## config.mk

```make
export PLATFORM = sky130hd
export DESIGN_NAME = match_score_ctrl
export DESIGN_NICKNAME = d
export VERILOG_FILES = /design/src/rtl/game_pkg.sv /design/src/rtl/player_life_ctrl.sv /design/src/rtl/match_score_ctrl.sv
export SDC_FILE = /design/constraint.sdc
export NUM_CORES = 1
export LEC_CHECK = 0
export ABC_AREA = 1
export CORE_MARGIN = 2
export CORE_UTILIZATION = 30
export CTS_BUF_LIST = sky130_fd_sc_hd__clkbuf_4
export CTS_CLUSTER_DIAMETER = 100
export DETAILED_ROUTE_END_ITERATION = 8
export PLACE_DENSITY = 0.56
export SYNTH_ARGS = -nofsm -noshare
export SYNTH_HDL_FRONTEND = slang
export SYNTH_SLANG_ARGS = --single-unit
```

## constraint.sdc

```tcl
create_clock -name clk -period 2.11 [get_ports clk]
set_input_delay 0.211 -clock clk [delete_from_list [all_inputs] [get_ports clk]]
set_output_delay 0.211 -clock clk [all_outputs]
set_load 0.03 [all_outputs]
```

## src/rtl/game_pkg.sv

```systemverilog
// Shared types and constants for the match scoring logic.
// Player lifecycle states, death/gold counter widths and the gold ceiling.
package game_pkg;

    typedef enum logic [1:0] {
        ALIVE     = 2'd0,
        DEAD_WAIT = 2'd1,
        OUT       = 2'd2
    } player_st_t;

    localparam int DEATH_W  = 2;
    localparam int GOLD_W   = 3;
    localparam int GOLD_MAX = 7;
    localparam int TICK_W   = 4;

endpackage

```

## src/rtl/player_life_ctrl.sv

```systemverilog
// One player's life cycle: death count, respawn countdown and gold count.
// Gold counting is built only when SCORE_GOLD_EN is defined; otherwise the
// gold output is tied to zero and no gold register exists.
//
//   state     | meaning
//   ----------+-----------------------------------------------------------
//   ALIVE     | tank on the field, hits and gold are counted
//   DEAD_WAIT | destroyed, counting slow ticks down to the respawn pulse
//   OUT       | death limit reached, stays here until idle or reset
module player_life_ctrl
    import game_pkg::*;
#(
    parameter int RESPAWN_TICKS = 3,
    parameter int MAX_DEATHS    = 3
) (
    input  logic               clk_i,
    input  logic               reset_i,
    input  logic               slow_tick_i,
    input  logic               enable_i,
    input  logic               idle_i,
    input  logic               hit_i,
    input  logic               gold_i,
    output logic [DEATH_W-1:0] deathcount_o,
    output logic [GOLD_W-1:0]  num_of_gold_o,
    output logic               alive_o,
    output logic               respawn_o
);

    localparam logic [TICK_W-1:0]  RESPAWN_LD = TICK_W'(RESPAWN_TICKS);
    localparam logic [DEATH_W-1:0] DEATH_LIM  = DEATH_W'(MAX_DEATHS);

    player_st_t         state_q, state_d;
    logic [TICK_W-1:0]  tick_q, tick_d;
    logic [DEATH_W-1:0] death_q, death_d;
    logic               respawn_q, respawn_d;
    logic [DEATH_W-1:0] death_inc;

    assign death_inc = death_q + 1'b1;

    // State, countdown, death count and respawn pulse registers
    always_ff @(posedge clk_i or posedge reset_i) begin
        if (reset_i) begin
            state_q   <= ALIVE;
            tick_q    <= '0;
            death_q   <= '0;
            respawn_q <= 1'b0;
        end else begin
            state_q   <= state_d;
            tick_q    <= tick_d;
            death_q   <= death_d;
            respawn_q <= respawn_d;
        end
    end

    // Next-state logic; idle beats everything, a low enable freezes everything
    always_comb begin
        state_d   = state_q;
        tick_d    = tick_q;
        death_d   = death_q;
        respawn_d = 1'b0;
        if (idle_i) begin
            state_d = ALIVE;
            tick_d  = '0;
            death_d = '0;
        end else if (enable_i) begin
            unique case (state_q)
                ALIVE: begin
                    if (hit_i) begin
                        death_d = death_inc;
                        if (death_inc == DEATH_LIM) begin
                            state_d = OUT;
                        end else begin
                            state_d = DEAD_WAIT;
                            tick_d  = RESPAWN_LD;
                        end
                    end
                end
                DEAD_WAIT: begin
                    if (slow_tick_i) begin
                        tick_d = tick_q - 1'b1;
                        if (tick_q == TICK_W'(1)) begin
                            state_d   = ALIVE;
                            respawn_d = 1'b1;
                        end
                    end
                end
                OUT: begin
                    state_d = OUT;
                end
                default: begin
                    state_d = ALIVE;
                    tick_d  = '0;
                end
            endcase
        end
    end

    assign deathcount_o = death_q;
    assign alive_o      = (state_q == ALIVE);
    assign respawn_o    = respawn_q;

`ifdef SCORE_GOLD_EN
    logic [GOLD_W-1:0] gold_q, gold_d;

    // Gold register
    always_ff @(posedge clk_i or posedge reset_i) begin
        if (reset_i) begin
            gold_q <= '0;
        end else begin
            gold_q <= gold_d;
        end
    end

    // Gold counts only while alive and in play; a same-cycle hit drops it
    always_comb begin
        gold_d = gold_q;
        if (idle_i) begin
            gold_d = '0;
        end else if (enable_i && (state_q == ALIVE) && gold_i && !hit_i
                     && (gold_q != GOLD_W'(GOLD_MAX))) begin
            gold_d = gold_q + 1'b1;
        end
    end

    assign num_of_gold_o = gold_q;
`else
    logic unused_gold;
    assign unused_gold   = gold_i;
    assign num_of_gold_o = '0;
`endif

endmodule

```

## src/rtl/match_score_ctrl.sv

```systemverilog
// Match scoring top: two independent player life controllers.
// Gold counting is included only when SCORE_GOLD_EN is defined.
module match_score_ctrl
    import game_pkg::*;
#(
    parameter int RESPAWN_TICKS = 3,
    parameter int MAX_DEATHS    = 3
) (
    input  logic               clk,
    input  logic               reset,
    input  logic               slowClken,
    input  logic               enable_game,
    input  logic               idle,
    input  logic               hit1,
    input  logic               hit2,
    input  logic               gold1,
    input  logic               gold2,
    output logic [DEATH_W-1:0] deathcount1,
    output logic [DEATH_W-1:0] deathcount2,
    output logic [GOLD_W-1:0]  num_of_gold1,
    output logic [GOLD_W-1:0]  num_of_gold2,
    output logic               alive1,
    output logic               alive2,
    output logic               respawn1,
    output logic               respawn2
);

    player_life_ctrl #(
        .RESPAWN_TICKS(RESPAWN_TICKS),
        .MAX_DEATHS   (MAX_DEATHS)
    ) u_player1 (
        .clk_i        (clk),
        .reset_i      (reset),
        .slow_tick_i  (slowClken),
        .enable_i     (enable_game),
        .idle_i       (idle),
        .hit_i        (hit1),
        .gold_i       (gold1),
        .deathcount_o (deathcount1),
        .num_of_gold_o(num_of_gold1),
        .alive_o      (alive1),
        .respawn_o    (respawn1)
    );

    player_life_ctrl #(
        .RESPAWN_TICKS(RESPAWN_TICKS),
        .MAX_DEATHS   (MAX_DEATHS)
    ) u_player2 (
        .clk_i        (clk),
        .reset_i      (reset),
        .slow_tick_i  (slowClken),
        .enable_i     (enable_game),
        .idle_i       (idle),
        .hit_i        (hit2),
        .gold_i       (gold2),
        .deathcount_o (deathcount2),
        .num_of_gold_o(num_of_gold2),
        .alive_o      (alive2),
        .respawn_o    (respawn2)
    );

endmodule

```

==> results_dict.tcl <==
set metrics [dict create \
    status "complete, no violations" \
    via_count 1038 \
    hold_viol 0 \
    yosysSeqAreaShare_pct 36.3 \
    rows 23 \
    cts.clk_slew.worst_paths_ps 120 \
    drv_slew 0 \
    syn_to_final_growth_pct 15.4 \
    cts_buffers 3 \
    cts-htree-levels 1 \
    fin_area_um2 1430 \
    place_inst 238 \
    final.min_clock_period_ps 1880 \
    ant_nets 0 \
    syn_area_um2 1240 \
    synth.distinct_cells 25 \
    wl_met2_mm 1.13 \
    synth-simple-area-share_pct 40.4 \
    synthMuxAreaShare_pct 0 \
    met1_length_mm 1.16 \
    path_class "register to output pin" \
    synth_cells 175 \
    syn-mean-instance-area_um2 7.10 \
    synth_edf_count 0 \
    highest_layer "met4" \
    place_area_um2 1410 \
    gp_congestion 0.762 \
    worst_clock_skew_ps 15.5 \
    die_h_um 68.4 \
    startpoint_type "register" \
    ys.flop_type "dfrtp_1" \
    routed_wl_mm 2.40 \
    ys.warnings.count 0 \
    clk_latency_ps 310 \
    pre_cts_slack_ps 378 \
    cts_hold_repair.buffers 0 \
    grt_max_degree 19 \
    track_usage_pct 12.5 \
    arrival_ps 1670 \
    hold_ws_ps 205 \
    antenna_found_initial 0 \
    post-cts-setup-buffers 0 \
    clock_path_buffers 2 \
    pwr_density_cell_nw_per_um2 1020 \
    initial_core_util_pct 31.1 \
    die_x_um 68.4 \
    worst_slack_ps 228 \
    setup_viol 0 \
    max_cap_viol_count 0 \
    post-route-util_pct 35.8 \
    crit_path_end_kind "output pin" \
    final_cells 242 \
    critical_path.max_fanout 8 \
    cts_resized 0 \
    wl_per_cell_um 9.90 \
    grt_pass1_vias 1022 \
    hpwlAfterDp_mm 1.85 \
    grt_pass1_wl_mm 4.40 \
    fin_crit_sh_pct 89.2 \
    cts_tree "built" \
    worstHoldPathType "input port to async pin" \
    drtIter0Drc 47 \
    drc_errors 0 \
    fin_nets 208 \
    synthXorXnorAreaFrac_pct 0 \
    power_mw 1.47 \
    drive_gt1_share_pct 11.5 \
    synth-seq-cells 18 \
    async_flop_share_pct 100 \
    n_fill_cell 431 \
    synth_compound_area_share_pct 4.03 \
    rsz0062_at_grt "no" \
    layout_commonest_cell "nand2_1" \
    n_antenna_cell 0 \
    synth_top_family_by_area "simple AND/OR/NAND/NOR gates" \
    overflow 0 \
    dieArea_um2 4670 \
    fin_tns_setup_ps 0 \
    layout_common_cells "nand2_1 (58), nor2_1 (23), inv_1 (20), dfrtp_1 (18), clkdlybuf4s50_1 (14)" \
    ir_drop_mv 0.631 \
    routed_via_density 4.29 \
    cts_sinks 18 \
    core_um2 4000 \
    root_buffer "clkbuf_4" \
    portBuffers 14 \
    io_pins 23 \
    met3_wirelength_um 83 \
    synth_fa_ha_area_share_pct 6.04 \
    crit_required_ps 1900 \
    dr.pass1.iters 4 \
    p_leak_nw 0.739 \
    max_freq_mhz 531 \
]
[final cells by class]
type                    count  area [um2]  area share [%]
clock buffers               3        22.5            1.57
clock inverters             1        3.75           0.262
inverters                  22        82.6            5.76
multi-input cells         131         649            45.3
flip-flops and latches     18         450            31.4
well taps                  50        62.6            4.36
repair buffers             17         163            11.3
[power by group]
part,internal (mW),leakage [nW],switching (mW)
Combinational,0.279,0.484,0.458
Clock,0.0689,0.0154,0.118
Sequential,0.435,0.240,0.110
Total,0.783,0.739,0.685
[final timing paths]
kind	endpoint	slack (ps)	depth (start not counted)	start
worst max-delay path	alive1	230	2	u_player1.state_q[0]
worst min-delay path	u_player1.tick_q[0]	200	3	reset
worst max register to register	u_player2.tick_q[3]	710	7	u_player2.deathcount_o[0]
worst min register to register	u_player2.tick_q[1]	510	2	u_player2.tick_q[1]
max in group asynchronous	u_player2.tick_q[0]	1690	3	reset
min in group clk	u_player2.tick_q[1]	510	2	u_player2.tick_q[1]
[sequential cells by signal, summed over array words and instances (netlist names)]
register                count
u_player2.respawn_o         1
u_player1.tick_q            4
u_player2.state_q           2
u_player1.state_q           2
u_player2.tick_q            4
u_player2.deathcount_o      2
u_player1.respawn_o         1
u_player1.deathcount_o      2
[critical path, stage by stage (launching register included)]
cell	delay, ps
dfrtp_1	530
nor2_4	150
clkdlybuf4s50_1	680
[logic make-up (layout without fill, tap and decap cells)]
| logic type | after synthesis | after routing |
|---|---|---|
| simple gates | 111 | 111 |
| buf+inv | 31 | 43 |
| flops | 18 | 18 |
| compound gates | 8 | 8 |
| fa+ha+maj | 6 | 6 |
| other cells | 1 | 6 |
[synthesized netlist by cell type (2+ instances only)]
| library cell | instances | area share [%] |
|---|---|---|
| a21oi_1 | 2 | 0.81 |
| buf_4 | 6 | 3.6 |
| buf_6 | 3 | 2.7 |
| dfrtp_1 | 18 | 36 |
| ha_1 | 6 | 6.0 |
| inv_1 | 20 | 6.0 |
| inv_2 | 2 | 0.60 |
| nand2_1 | 58 | 18 |
| nand3_1 | 10 | 4.0 |
| nand3_2 | 2 | 1.6 |
| nor2_1 | 23 | 6.9 |
| nor2_2 | 3 | 1.5 |
| nor2_4 | 2 | 1.8 |
| nor3_1 | 6 | 2.4 |
| o21ai_0 | 3 | 1.2 |
| or2_2 | 2 | 1.0 |
[per-layer routing]
layer  vias up  GRT usage, %
met3         2          3.13
met2        17          21.2
met1       455          16.1
li1        564             -
met4         0          2.25
met5         -             0
Power figures use the tool's default switching activity.
